## src/rtl/ram32_byte_bridge.sv

```systemverilog
// Byte-serial valid/ready front end driving a single 32x32 RAM macro port.
// Define RAM32_BRIDGE_BYTE_MASK_EN to append a byte-lane mask byte to writes.
module ram32_byte_bridge #(
  parameter int AW = 5,
  parameter int DW = 32
) (
  input  logic          CLK,
  input  logic          RST_N,
  input  logic [7:0]    in_data,
  input  logic          in_valid,
  output logic          in_ready,
  output logic [7:0]    out_data,
  output logic          out_valid,
  input  logic          out_ready,
  output logic          busy,
  output logic          wr_done,
  output logic          ram_en,
  output logic [3:0]    ram_we,
  output logic [AW-1:0] ram_addr,
  output logic [DW-1:0] ram_di,
  input  logic [DW-1:0] ram_do
);

  typedef enum logic [2:0] {
    S_IDLE,
    S_WDATA,
    S_WMASK,
    S_MEM,
    S_CAPT,
    S_RDATA
  } state_e;

  state_e        state_q;
  logic [AW-1:0] addr_q;
  logic          rw_q;
  logic [1:0]    cnt_q;
  logic [DW-1:0] wdata_q;
  logic [DW-1:0] shift_q;
  logic          ram_en_q;
  logic [3:0]    ram_we_q;
  logic          wr_done_q;

  logic in_fire;
  logic out_fire;
  logic unused_cmd;

  assign in_ready  = (state_q == S_IDLE)
                   | (state_q == S_WDATA)
                   | (state_q == S_WMASK);
  assign out_valid = (state_q == S_RDATA);
  assign busy      = (state_q != S_IDLE);
  assign in_fire   = in_valid & in_ready;
  assign out_fire  = out_valid & out_ready;

  assign out_data  = shift_q[7:0];
  assign ram_en    = ram_en_q;
  assign ram_we    = ram_we_q;
  assign wr_done   = wr_done_q;
  assign ram_addr  = addr_q;
  assign ram_di    = wdata_q;

  // command bits [6:5] carry no meaning
  assign unused_cmd = ^in_data[6:5];

  always_ff @(posedge CLK or negedge RST_N) begin
    if (!RST_N) begin
      state_q   <= S_IDLE;
      addr_q    <= '0;
      rw_q      <= 1'b0;
      cnt_q     <= 2'd0;
      wdata_q   <= '0;
      shift_q   <= '0;
      ram_en_q  <= 1'b0;
      ram_we_q  <= 4'h0;
      wr_done_q <= 1'b0;
    end else begin
      ram_en_q  <= 1'b0;
      ram_we_q  <= 4'h0;
      wr_done_q <= 1'b0;
      unique case (state_q)
        S_IDLE: begin
          if (in_fire) begin
            addr_q <= in_data[AW-1:0];
            rw_q   <= in_data[7];
            cnt_q  <= 2'd0;
            if (in_data[7]) begin
              state_q <= S_WDATA;
            end else begin
              state_q  <= S_MEM;
              ram_en_q <= 1'b1;
            end
          end
        end
        S_WDATA: begin
          if (in_fire) begin
            wdata_q[{cnt_q, 3'b000} +: 8] <= in_data;
            cnt_q <= cnt_q + 2'd1;
            if (cnt_q == 2'd3) begin
`ifdef RAM32_BRIDGE_BYTE_MASK_EN
              state_q <= S_WMASK;
`else
              state_q   <= S_MEM;
              ram_en_q  <= 1'b1;
              ram_we_q  <= 4'hF;
              wr_done_q <= 1'b1;
`endif
            end
          end
        end
        S_WMASK: begin
          if (in_fire) begin
            state_q   <= S_MEM;
            ram_en_q  <= 1'b1;
            ram_we_q  <= in_data[3:0];
            wr_done_q <= 1'b1;
          end
        end
        S_MEM: begin
          state_q <= rw_q ? S_IDLE : S_CAPT;
        end
        S_CAPT: begin
          shift_q <= ram_do;
          cnt_q   <= 2'd0;
          state_q <= S_RDATA;
        end
        S_RDATA: begin
          if (out_fire) begin
            shift_q <= {8'h00, shift_q[DW-1:8]};
            cnt_q   <= cnt_q + 2'd1;
            if (cnt_q == 2'd3) state_q <= S_IDLE;
          end
        end
        default: state_q <= S_IDLE;
      endcase
    end
  end

endmodule

```

## config.mk

```make
export PLATFORM = sky130hd
export DESIGN_NAME = ram32_byte_bridge
export DESIGN_NICKNAME = d
export VERILOG_FILES = /design/src/rtl/ram32_byte_bridge.sv
export SDC_FILE = /design/constraint.sdc
export NUM_CORES = 1
export LEC_CHECK = 0
export ABC_CLOCK_PERIOD_IN_PS = 4700
export CAP_MARGIN = 15
export CELL_PAD_IN_SITES_DETAIL_PLACEMENT = 0
export CELL_PAD_IN_SITES_GLOBAL_PLACEMENT = 2
export CORE_MARGIN = 2
export CORE_UTILIZATION = 36
export DETAILED_ROUTE_END_ITERATION = 7
export PLACE_DENSITY_LB_ADDON = 0.12
export SETUP_SLACK_MARGIN = 0.4
export SKIP_LAST_GASP = 1
export SLEW_MARGIN = 20
export SYNTH_ARGS = -nofsm -noshare
export SYNTH_HDL_FRONTEND = slang
export SYNTH_SLANG_ARGS = --single-unit
```

## constraint.sdc

```tcl
create_clock -name CLK -period 4.7 [get_ports CLK]
set_input_delay 0.94 -clock CLK [delete_from_list [all_inputs] [get_ports CLK]]
set_output_delay 0.94 -clock CLK [all_outputs]
set_load 0.005 [all_outputs]
```

Word level (Yosys, flattened, before mapping) --
Index checks and enable logic that the tools add are counted.
Word-level totals: output and inout port bits 54, input bits 44, register bits 81, word-level logic and storage cells 65
Cells by class: $add $sub $neg 2, shifts and indexed selects 2, reductions and logical operators 9, mux-type cells 27, equality and inequality tests 12, bitwise logic cells 4
Operators with widths (number):
- one-hot mux 32 bit (2 select lines) | 1
- bitwise mux 32 bit | 1
- two-way mux 32 bit | 1
- variable shift 8 x 7 -> 32 bit (first input constant) | 1
- variable part select 8 x 7 -> 32 bit | 1
- two-way mux 3 bit | 7
- one-hot mux 3 bit (6 select lines) | 1
- two-way mux 4 bit | 3
- two-way mux 2 bit | 4
- one-hot mux 2 bit (4 select lines) | 1
- one-hot mux 4 bit (2 select lines) | 1
- negation 5 -> 7 bit | 1
- == test 3 x 2 -> 1 bit (second input constant) | 2
- == test 3 bit (second input constant) | 2
- != test 2 x 1 -> 1 bit (second input constant) | 3
- != test 2 bit (second input constant) | 3
- AND reduction 2 bit | 3
- AND reduction 6 bit | 1
- two-way mux 1 bit | 5
- AND reduction 4 bit | 1
- nonzero test 4 bit | 1
- == test 3 x 1 -> 1 bit (second input constant) | 1
- logical NOT 3 bit | 1
- one-hot mux 1 bit (3 select lines) | 1
- other kinds (7) | 9

Longest topological paths before layout --
Gate-level depths: netlist of the first run.
depth after elaboration 6, depth in mapped cells 6, mapped depth without buffers 5

Worst setup path after synthesis of the first run --
No wires, ideal clock.
path type flip-flop to output port, start point reg state_q[0], end point out busy, arrival 1030 ps, path buffers 2, slack 2730 ps, stages on the path, launching flop included 4, data required time 3760 ps, cells stage by stage dfrtp_1 buf_6 clkbuf_1 or3_1
On the way: word-level cells in the longest chain between the ends 1
RTL lines:
- start: declaration | RTL line 33 | state_e state_q;
- start signal: assignment | RTL line 119 | state_q <= rw_q ? S_IDLE : S_CAPT;
- nonzero test 3 bit | RTL line 51 | assign busy = (state_q != S_IDLE);
- end: declaration | RTL line 15 | output logic busy,
Every way passes these cells.

Final worst setup path of the first run --
start point reg state_q[0], end point out in_ready
On the way: word-level cells in the longest chain between the ends 3, elaborated cells on any way between the ends 5, classes of those cells 2 x eq/ne; 2 x bitwise; 1 x reduce/logical
RTL lines:
- == test 3 x 1 -> 1 bit or logical NOT 3 bit (tied branches) | RTL line 48, 47
- bitwise OR 1 bit | RTL line 48 | | (state_q == S_WDATA)
- bitwise OR 1 bit (*) | RTL line 49 | | (state_q == S_WMASK);
- end: declaration | RTL line 11 | output logic in_ready,
Every way passes the cells marked *; elsewhere a longest branch is shown, timed or not.

==> results.txt, run 1 <==
- After detailed routing, the average wire length per cell comes to between 15 and 20 um.
* Largest fanout on the critical path: 18
- Setup slack of the critical path after layout: ~1.7 ns
- Counting along the longest clock path gives a buffer depth of 2.
- At the pin with the least slew margin, the transition time is about 1.1 ns.
* Gr usage total: 0.1621
* Most common library cell in the layout ignoring fill and taps: sky130_fd_sc_hd__clkdlybuf4s50_1
- The largest individual stage delay along the critical path comes from the cell sky130_fd_sc_hd__dfrtp_1.
* Starting Density: 0.3668
- Clock-pin slew was measured on the worst setup and hold paths at 0.09 ns.
* Cell Rows: 38
- CP max stage delay: about 0.61 ns
* Post-route clock skew: roughly 0.013 ns
- Number of input and output port buffers inserted: 97
* Flops & latches, synth: a little over 80
- The detail route stage leaves a number of antenna-violating nets equal to 0.
- Post-synthesis cell area: 3959 um2
- Top library cells by usage in the layout, fill and taps aside: sky130_fd_sc_hd__clkdlybuf4s50_1, sky130_fd_sc_hd__dfrtp_1, sky130_fd_sc_hd__mux2_4, sky130_fd_sc_hd__nand4_1, sky130_fd_sc_hd__a21bo_2
* Cell Area, Placed: 4918 um2
- The total area inside the core boundary comes to 10,790 um2.
* Setup TNS: 0 ns
- Including well taps, the total number of placed cells is 502.
- Cells after Synth: 291
- Final #Nets: ~420
- Setup violations remaining at the end of the flow were counted as 0.
* Part of the Yosys area used for sequential elements: 0.5120
- Category of the critical setup timing path: reg -> out
* GRT overflow: 0
- Total clock sinks: slightly above 80
- In this run the worst hold path is classified as reg -> reg.
* Synth Net Count: between 300 and 400
* Signed area change from the synthesized netlist to the final layout: 28.73%
- Overall die width: 108.9 um
* Maximum Capacitance Violations: 0
- Setup repair after global routing left no endpoint under its margin.
- Startpoint class of the critical path: flop
- Dividing the final minimum period by the clock period gives 0.6481.
* Worst path arrival time: between 2 and 2.5 ns
- Length of the first detailed-routing pass in iterations: 4
- # Post-CTS Setup Buffers: 0
- Comb power frac: 0.447
* Initial DRC count: 91
- Power spread over the standard cell area amounts to 593.0 nW/um2.
- Worst slack at placement: 1.553 ns
- Layout cells sized above 1: 0.2725
- Portion of total power attributed to sequential cells: 0.400
- Of the total power, the share spent switching nets is 0.3241.
* Hpwl dp: a little over 6000 um
- Number of slew-limit violations in the final report: 0
- Root buffer cell: sky130_fd_sc_hd__clkbuf_8
- Number of buffers added by the clock tree synthesis step: 9
* Total number of vias: approximately 2,600
* Routability cong.: ~0.75
- The repair_antennas step left the layout with diodes totalling 0.
- Top-level I/O count: ~100
- Number of global-route vias before repair: between 2,000 and 3,000
- Internal cell power: 2042 uW
- Total length of routed wires: ~9000 um
- The number of antenna violations at the first check in global routing was 0.
- Maximum ir drop on the vdd rail: approximately 230 uV
* Warning count from the yosys run: 0
- For the worst setup path, the data required time is 3.76 ns.
* Count of cell types in the netlist: 37
- CP cell instances: a21oi_1 > clkdlybuf4s50_1
- Die area: approximately 12,000 um2
- Leakage power total: around 0.0023 uW
- STA classifies the critical path endpoint as an output pin.
* Maximum number of pins on one net before global-route repair: 82
* Reported net switching power: 979.4 uW
* Number of levels in the clock H-tree: 3
- Clock tree from TritonCTS: yes
* Clock network fraction of design power: 0.153
- In this run the tightest slew margin relative to its limit is 0.2866.
- Outcome: finished clean
- Counting I/O delays and the setup requirement, the final critical path takes about 3.0 ns.
- In this run the mean area of a mapped cell was 13.60 um2.
- Residual DRC: 0
- Resized Gates After CTS: 0
- The final count of hold timing violations was 0.
- Hold repair after CTS inserted 0 buffers.
- From bottom edge to top edge, the die measures about 110 um.
* Non-Filler Instances: between 500 and 600
- The finished cells cover between 5000 and 6000 um2.
- The first global-routing pass estimated between 10,000 and 15,000 um of wire.
- Vias per cell: roughly 4.9
- Clock insertion delay at the later pin of the skew report: roughly 0.35 ns
- Maximum achievable frequency: about 330 MHz
## synthesized netlist by cell type (all sizes together)
cell type	instances	area, um2
a21bo	28	280.3
a21o	6	45.04
a21oi	6	33.78
a221oi	1	8.760
a22o	8	70.07
a311oi	1	8.760
and3b	2	17.52
and4	4	35.03
and4bb	1	12.51
buf	21	176.4
clkbuf	6	22.52
dfrtp	81	2027
ha	5	62.56
inv	6	22.52
mux2	54	750.7
mux2i	2	20.02
nand2	12	45.04
nand2b	3	18.77
nand3	1	5.000
nand3b	2	15.01
nand4	28	175.2
nor2	3	11.26
nor2b	1	6.260
nor3	1	5.000
nor3b	3	32.53
nor4b	1	23.77
o21a	1	7.510
o21ai	1	5.000
o32ai	1	8.760
or3	1	6.260
## worst max-delay path: cells and delay by family, from the launching register on
family / cells / cell delay (ns)
AOI/OAI and AO/OA: 1 / 0.53
buffers and inverters: 1 / 0.60
DFF: 1 / 0.61
## final cells by class
cell class              count  area (um2)
clock buffers              12       145.1
clock inverters             4       28.78
fillers                  1011        5697
inverters                   6       22.52
multi-input cells         177        1718
flip-flops and latches     81        2027
well taps                 140       175.2
repair buffers             98       979.7
## logic make-up after synthesis
kind of cell,Yosys count,synth area share
compound gates,53,0.1182
fa+ha+maj,5,0.01580
buf+inv,33,0.05594
flops,81,0.5120
mux,56,0.1947
simple gates,63,0.1033
## final timing paths
kind,from,end,slack (ns),cells past startpoint
worst min-delay path,rw_q,state_q[2],0.48,1
worst max register to register,state_q[0],ram_di[28],2.25,3
worst min register to register,rw_q,state_q[2],0.48,1
min in group asynchronous,RST_N,shift_q[1],0.61,1
worst max-delay path,state_q[0],in_ready,1.65,2
max in group asynchronous,RST_N,ram_di[31],3.56,1
## registers in the layout (all words and copies together), names as in the netlist
register and flops:
cnt_q 2, rw_q 1, wr_done 1, state_q 3, ram_we 4, ram_addr 5
shift_q 32, ram_en 1, ram_di 32
## routing by layer
layer  GRT usage  up-vias  wire, um
li1            -     1226         -
met1      0.2306     1266      4550
met4     0.05220        0        90
met5           0        -         0
met2      0.2453       61      3894
met3     0.03586        9       445
## metrics by stage
step,util,hold WS (ns),power [uW]
3_3_place_gp,0.4557,0.4600,2563
6_report,0.4722,0.4814,3022
5_1_grt,0.4722,0.5074,3245
2_1_floorplan,-,0.4398,2080
4_1_cts,0.4718,0.4912,3062
3_5_place_dp,0.4557,0.4692,2591
## power by group through the flow
stage          Combinational, uW  Sequential, uW  Clock, uW
4_1_cts                     1370            1210        477
6_report                    1350            1210        461
3_5_place_dp                1370            1220          0
5_1_grt                     1480            1260        508
2_1_floorplan                927            1150          0
3_3_place_gp                1340            1220          0
No activity file was read; power rests on OpenSTA's default activity.
==> run 2: changes to the inputs <==
--- a/config.mk
+++ b/config.mk
@@ -5,12 +5,12 @@
 export SDC_FILE = /design/constraint.sdc
 export NUM_CORES = 1
 export LEC_CHECK = 0
-export ABC_CLOCK_PERIOD_IN_PS = 4700
+export ABC_CLOCK_PERIOD_IN_PS = 2700
 export CAP_MARGIN = 15
 export CELL_PAD_IN_SITES_DETAIL_PLACEMENT = 0
 export CELL_PAD_IN_SITES_GLOBAL_PLACEMENT = 2
 export CORE_MARGIN = 2
-export CORE_UTILIZATION = 36
+export CORE_UTILIZATION = 30
 export DETAILED_ROUTE_END_ITERATION = 7
 export PLACE_DENSITY_LB_ADDON = 0.12
 export SETUP_SLACK_MARGIN = 0.4
==> constraint.sdc (replaced) <==
create_clock -name CLK -period 2.7 [get_ports CLK]
set_input_delay 0.54 -clock CLK [delete_from_list [all_inputs] [get_ports CLK]]
set_output_delay 0.54 -clock CLK [all_outputs]
set_load 0.005 [all_outputs]
==> run 2 against run 1 <==
Via count rose by 1.6%. Power up 95%. Clock skew fell by 0.0082 ns. Clock-buffer cell count is 2 lower. Die area is 19% higher.
==> results.txt, run 2 (synthesized netlist as in run 1, its figures left out) <==
- Worst-case hold slack: 0.1988 ns (was 0.4814 ns)
* Number of slew-limit violations in the final report: 0 (unchanged)
- Root buffer cell: sky130_fd_sc_hd__clkbuf_16 (was sky130_fd_sc_hd__clkbuf_8)
- The number of maximum-capacitance violations was 0 (unchanged).
- Maximum achievable frequency: between 400 and 500 MHz
- The worst flop-to-flop path startpoint was state_q[2] (was state_q[0]).
- The number of buffers added by the clock tree synthesis step is 9 (unchanged).
- The amount of wire on met3 after detailed routing was 488 um (was 445 um).
- The delay contributed by the slowest stage of the critical path is 0.50 ns (was 0.61 ns).
- Clock insertion delay at the later pin of the skew report: 0.34 ns (was 0.35 ns)
- The cell area reported after detailed placement is 5051 um2 (was 4918 um2).
- Fillers: 1,204 (was 1,011)
* Total length of routed wires: 9352 um (was 8981 um)
* Overall die width: 118.9 um (was 108.9 um)
* Residual DRC: 0 (unchanged)
- The most frequent standard cell in the layout excluding fill and tap cells was sky130_fd_sc_hd__clkdlybuf4s50_1 (unchanged).
- The capturing point of the worst reg2reg path is ram_di[30] (was ram_di[28]).
- Hpwl dp: 6676 um (was 6112 um)
- The gate family responsible for the most delay along the worst path was buffers and inverters (was flip-flops).
- Leakage power total: 0.002423 uW (was 0.002284 uW)
- The cell with the largest stage delay on the worst path is sky130_fd_sc_hd__clkdlybuf4s50_1 (was sky130_fd_sc_hd__dfrtp_1).
* Crit share post-route: 0.8257
- The global route total overflow was 0 (unchanged).
* Metal2 WL: 4232 um (was 3894 um)
- Cell Rows: 41 (was 38)
- The number of antenna violations at the first check in global routing came to 0 (unchanged).
* CP cell instances: buf_4 > a21oi_2 > buf_4 > clkdlybuf4s50_1 (was a21oi_1 > clkdlybuf4s50_1)
- Worst Tran Pin Value: 0.6032 ns (was 1.068 ns)
- The full die area is 14,130 um2 (was 11,850 um2).
- The data arrival time at the worst-slack endpoint is 1.69 ns (was 2.11 ns).
- Outcome: finished clean (unchanged).
- The starting utilization of the core area was 0.3099 (was 0.3668).
- The type of element launching the critical path is a flop (unchanged).
- Top library cells by usage in the layout, fill and taps aside: sky130_fd_sc_hd__clkdlybuf4s50_1, sky130_fd_sc_hd__dfrtp_1, sky130_fd_sc_hd__mux2_4, sky130_fd_sc_hd__nand4_1, sky130_fd_sc_hd__a21bo_2 (unchanged).
- Top-level I/O count: 98 (unchanged)
- The die outline height is 118.9 um (was 108.9 um).
- The hold-fix buffer count after cts is 0 (unchanged).
- The worst slew slack as a fraction of its limit was 0.5963 (was 0.2866).
* Signed area change from the synthesized netlist to the final layout: 36.47% (was 28.73%)
- The reg-to-reg setup timing slack is 0.72 ns (was 2.25 ns).
- The overall track demand over capacity in global routing came to 0.1415 (was 0.1621).
- The post-layout instance area came to 5403 um2 (was 5096 um2).
* Routed length per instance: 16.67 um (was 17.34 um)
* Antenna Violating Nets Remaining: 0 (unchanged)
- Hold Path Class: in -> async (was reg -> reg)
- Maximum number of pins on one net before global-route repair: 42 (was 82)
- Worst path most repeated cell: sky130_fd_sc_hd__buf_4
- The antenna diode count was 0 (unchanged).
* Post-route clock skew: 0.004561 ns (was 0.01277 ns)
- The combined buffer and inverter count along the critical path came to 3 (was 1).
* Routability cong.: 0.7397 (was 0.7467)
- Setup repair after global routing missed its margin: yes (was no).
- Top routing layer in use: met4 (unchanged)
* Power per cell area: 1091 nW/um2 (was 593.0 nW/um2)
- Number of buffers on the longest clock path: 2 (unchanged)
* Largest fanout on the critical path: 7 (was 18)
- The number of vias per cell after detailed routing is 4.640 (was 4.946).
- Total number of vias: 2,603 (was 2,562)
* Hold violation total from the final report: 0 (unchanged)
- The cell depth of the worst flop-to-flop path was 4 (was 3).
- The depth of the CTS H-tree came to 3 (unchanged).
- The CTS tree was yes (unchanged).
- Endpoints failing setup: 0 (unchanged)
- Number of input and output port buffers inserted: 97 (unchanged)
- Min Clock Period, post-route: around 2.2 ns
- First-pass GRT wire length: 15,210 um (was 14,590 um)
- Type of element capturing the critical path: output pin (unchanged)
- Area of the core: 12,770 um2 (was 10,790 um2)
* Detailed-route wire length on metal 1: 4518 um (was 4550 um)
- The fraction of final layout cells with drive strength greater than 1 came to 0.3033 (was 0.2725).
- The setup total negative slack was 0 ns (unchanged).
- The final net count is 433 (was 422).
- The number of global-route vias before repair is 2,712 (was 2,770).
- The number of detailed-route iterations in the first pass was 4 (unchanged).
- The post-CTS clock slew at the launch and capture registers of the worst setup and hold paths was 0.06 ns (was 0.09 ns).
- The worst vdd rail ir drop came to 517.6 uV (was 233.9 uV).
- The sink count of the clock tree is 81 (unchanged).
- Critical Path RT: 2.16 ns (was 3.76 ns)
* Initial DRC count: 80 (was 91)
- The critical setup path kind was reg -> out (unchanged).
[run 2: cell types whose count changed in the layout (fill, tap and decap cells not counted), sizes merged]
cell,change
clkdlybuf4s50,-1
buf,+11
bufinv,+2
clkinvlp,-1
dlymetal6s2s,+1
clkbuf,-2
inv,+1
[run 2: metal layers]
metal / vias to the layer above / GRT usage
li1: 1253 / -
met1: 1285 / 0.1958
met2: 57 / 0.2065
met3: 8 / 0.05268
met4: 0 / 0.04018
met5: - / 0
[run 2: how the worst max path moves through the flow]
stage,from,to,slack (ns),depth (start not counted)
after global placement,in_valid,ram_di[30],0.30,4
after global routing,state_q[0],in_ready,0.36,4
after floorplan,cnt_q[0],ram_di[23],0.89,5
final,state_q[2],in_ready,0.47,4
after CTS,state_q[0],busy,0.39,3
after detailed placement,in_valid,ram_di[24],0.16,4
[run 2: power breakdown]
group          total [uW]  switching (uW)  internal (uW)
logic                2500             952           1550
clock network        1340             504            838
registers            2050             313           1740
[run 2: worst reg2reg max path, stage by stage, from the launching register on]
cell	delay (ns)
sky130_fd_sc_hd__dfrtp_2	0.43
sky130_fd_sc_hd__buf_4	0.16
sky130_fd_sc_hd__and4bb_2	0.56
sky130_fd_sc_hd__nand2_1	0.40
sky130_fd_sc_hd__a21bo_2	0.32
[run 2: repair_timing]
| item | CTS | global route |
|---|---|---|
| buffers inserted | 2 | 0 |
| resized for setup | 1 | 2 |
| cloned | 0 | 0 |
| pin swaps | 0 | 0 |
| setup endpoints to repair | 3 | 2 |
[run 2: layout make-up]
type                       instances  area [um2]  share of cell area
clock inverter                     6       90.09             0.01667
clock buffer                      10       239.0             0.04423
multi-input combinational        177        1722              0.3187
tap                              172       215.2             0.03983
timing repair buffer             109        1086              0.2010
sequential                        81        2028              0.3754
inverter                           6       22.52            0.004169
[run 2: per-stage QoR]
step / instances / power, uW / utilization / worst slack (ns)
5_1_grt: 561 / 6301 / 0.4230 / 0.3586
4_1_cts: 561 / 5995 / 0.4225 / 0.3912
2_1_floorplan: 291 / 3620 / - / 0.8929
3_5_place_dp: 543 / 4597 / 0.3954 / 0.1614
6_report: 561 / 5892 / 0.4230 / 0.4707
3_3_place_gp: 543 / 4555 / 0.3954 / 0.2958
==> run 3: changes to the inputs <==
--- a/config.mk
+++ b/config.mk
@@ -5,7 +5,7 @@
 export SDC_FILE = /design/constraint.sdc
 export NUM_CORES = 1
 export LEC_CHECK = 0
-export ABC_CLOCK_PERIOD_IN_PS = 2700
+export ABC_CLOCK_PERIOD_IN_PS = 1800
 export CAP_MARGIN = 15
 export CELL_PAD_IN_SITES_DETAIL_PLACEMENT = 0
 export CELL_PAD_IN_SITES_GLOBAL_PLACEMENT = 2
==> constraint.sdc (replaced) <==
create_clock -name CLK -period 1.8 [get_ports CLK]
set_input_delay 0.36 -clock CLK [delete_from_list [all_inputs] [get_ports CLK]]
set_output_delay 0.36 -clock CLK [all_outputs]
set_load 0.005 [all_outputs]
==> run 3 against run 2 <==
Register-to-register slack lost 0.66 ns. Global-route usage grew 1.2 points. Core utilization grew 6.0 points.
==> results.txt, run 3 (synthesized netlist as in run 1, its figures left out) <==
* Outcome: finished clean (unchanged)
* Setup repair after global routing missed its margin: yes (unchanged)
- Critical Path RT: 2.02 ns (was 2.16 ns)
- Fillers: 1,159 (was 1,204)
* Area of the multi-input gates: 1944 um2 (was 1722 um2)
- Final core utilization: 0.4832 (was 0.4230)
- Number of levels in the clock H-tree: 3 (unchanged)
- The width of the die was 118.9 um (unchanged).
- FF+latch area: 2031 um2 (was 2028 um2)
* Number of diodes: 0 (unchanged)
- The power per standard cell area was 1609 nW/um2 (was 1091 nW/um2).
* Maximum number of pins on one net before global-route repair: 34 (was 42)
- The fraction of final layout cells with drive strength greater than 1 was 0.4566 (was 0.3033).
- Type of element capturing the critical path: flop (was output pin)
- Starting Density: 0.3099 (unchanged)
* Hpwl dp: 7230 um (was 6676 um)
- Power, Total: 9931 uW (was 5892 uW)
- Final #Nets: 493 (was 433)
- The critical setup path kind is reg -> reg (was reg -> out).
- Number of input and output port buffers inserted: 97 (unchanged)
* Gr usage total: 0.1530 (was 0.1415)
* Signed area change from the synthesized netlist to the final layout: 55.91% (was 36.47%)
- Length of the first detailed-routing pass in iterations: 4 (unchanged)
* Residual DRC: 0 (unchanged)
- For this run, the top clock speed supported by timing is about 570 MHz.
* Maximum Capacitance Violations: 0 (unchanged)
- The full die area was 14,130 um2 (unchanged).
- Hold Path Class: reg -> reg (was in -> async)
- Clock insertion delay at the later pin of the skew report: 0.34 ns (about the same)
- Routed length per instance: 16.52 um (was 16.67 um)
* Worst path arrival time: 1.96 ns (was 1.69 ns)
- Initial antenna violation count: 0 (unchanged)
* Root buffer cell: sky130_fd_sc_hd__clkbuf_16 (unchanged)
- The placement row count was 41 (unchanged).
- Number of global-route vias before repair: 3,045 (was 2,712)
- The most frequent standard cell in the layout excluding fill and tap cells is sky130_fd_sc_hd__dfrtp_1 (was sky130_fd_sc_hd__clkdlybuf4s50_1).
* Top library cells by usage in the layout, fill and taps aside: sky130_fd_sc_hd__dfrtp_1, sky130_fd_sc_hd__dlygate4sd2_1, sky130_fd_sc_hd__mux2_4, sky130_fd_sc_hd__buf_4, sky130_fd_sc_hd__clkdlybuf4s50_1 (was sky130_fd_sc_hd__clkdlybuf4s50_1, sky130_fd_sc_hd__dfrtp_1, sky130_fd_sc_hd__mux2_4, sky130_fd_sc_hd__nand4_1, sky130_fd_sc_hd__a21bo_2)
- Largest fanout on the critical path: 8 (was 7)
- Startpoint class of the critical path: flop (unchanged)
* Min Clock Period, post-route: 1.742 ns
- The worst slew slack as a fraction of its limit is 0.6929 (was 0.5963).
- The number of buffers added by the clock tree synthesis step came to 9 (unchanged).
- Clock tree from TritonCTS: yes (unchanged)
- The detailed-route wire length came to 10,260 um (was 9352 um).
- The worst-case clock skew was 0.008067 ns (was 0.004561 ns).
* Antenna Violating Nets Remaining: 0 (unchanged)
- The placeable core area was 12,770 um2 (unchanged).
- The slew of the pin with the lowest slew margin came to 0.4607 ns (was 0.6032 ns).
* Total clock sinks: 81 (unchanged)
- Hold violation total from the final report: 0 (unchanged)
- The post-CTS clock slew at the launch and capture registers of the worst setup and hold paths is 0.06 ns (about the same).
- Number of buffers on the longest clock path: 2 (unchanged)
- The worst vdd rail ir drop is 585.7 uV (was 517.6 uV).
* Vias per cell: 4.657 (was 4.640)
- Top-level I/O count: 98 (unchanged)
- The number of DRC violations after detailed-routing iteration 0 came to 144 (was 80).
* GRT overflow: 0 (unchanged)
- Total number of vias: 2,892 (was 2,603)
- The global-route wire length before repair is 16,650 um (was 15,210 um).
- Y dimension of the die: 118.9 um (unchanged)
- The number of pins with negative max-slew slack in the final report is 0 (unchanged).
- The final weighted congestion in routability-driven placement was 0.7365 (was 0.7397).
* Endpoints failing setup: 0 (unchanged)
* Crit share post-route: 0.9676
* Leakage power total: 0.002999 uW (was 0.002423 uW)
run 3: repair_timing:
action	CTS	global route
hold buffers	1	0
endpoints found under the setup margin	130	91
pin swaps	26	17
buffers inserted	34	10
cloned	2	0
endpoints found under the hold margin	15	0
gates resized for setup	105	18
run 3: per-stage QoR:
| step | hold slack [ns] | worst slack, ns | instances | TNS, ns | instance area, um2 |
|---|---|---|---|---|---|
| 2_1_floorplan | 0.06441 | 0.2250 | 291 | 0 | 4055 |
| 3_3_place_gp | 0.3541 | -0.06735 | 558 | -2.203 | 5285 |
| 3_5_place_dp | 0.3604 | -0.08043 | 558 | -2.585 | 5285 |
| 4_1_cts | 0.4806 | 0.05591 | 611 | 0 | 6023 |
| 5_1_grt | 0.5040 | 0.02949 | 621 | 0 | 6172 |
| 6_report | 0.4703 | 0.05825 | 621 | 0 | 6172 |
run 3: path summary, 6_finish.rpt:
kind,from,to,slack [ns],cells past startpoint
max,state_q[2],shift_q[12],0.06,6
min,rw_q,state_q[2],0.47,1
max reg2reg,state_q[2],shift_q[12],0.06,6
min reg2reg,rw_q,state_q[2],0.47,1
max in group asynchronous,RST_N,shift_q[1],0.63,3
min in group asynchronous,RST_N,shift_q[10],0.51,2
run 3: power by group:
group	internal, uW	switching [uW]
logic	3200	1920
clock network	1040	721
registers	2610	442
run 3: critical path, stage by stage (launching register included):
cell	delay, ns
sky130_fd_sc_hd__dfrtp_2	0.44
sky130_fd_sc_hd__and3b_2	0.24
sky130_fd_sc_hd__buf_12	0.13
sky130_fd_sc_hd__buf_12	0.13
sky130_fd_sc_hd__buf_12	0.14
sky130_fd_sc_hd__mux2_4	0.29
sky130_fd_sc_hd__mux2_4	0.26
run 3: final cells by class:
type | instances | share of cell area
clock buffers | 12 | 0.04318
flip-flops and latches | 81 | 0.3290
clock inverters | 4 | 0.004257
inverters | 6 | 0.004054
well taps | 172 | 0.03487
multi-input cells | 177 | 0.3150
repair buffers | 169 | 0.2696
run 3: layer usage:
layer / global-route usage / wire [um] / up-vias / share of wire
met5: 0 / 0 / - / 0
met4: 0.03943 / 63 / 0 / 0.0061
met3: 0.05077 / 522 / 4 / 0.051
met2: 0.2381 / 4857 / 71 / 0.47
met1: 0.2049 / 4816 / 1442 / 0.47
li1: - / - / 1375 / -
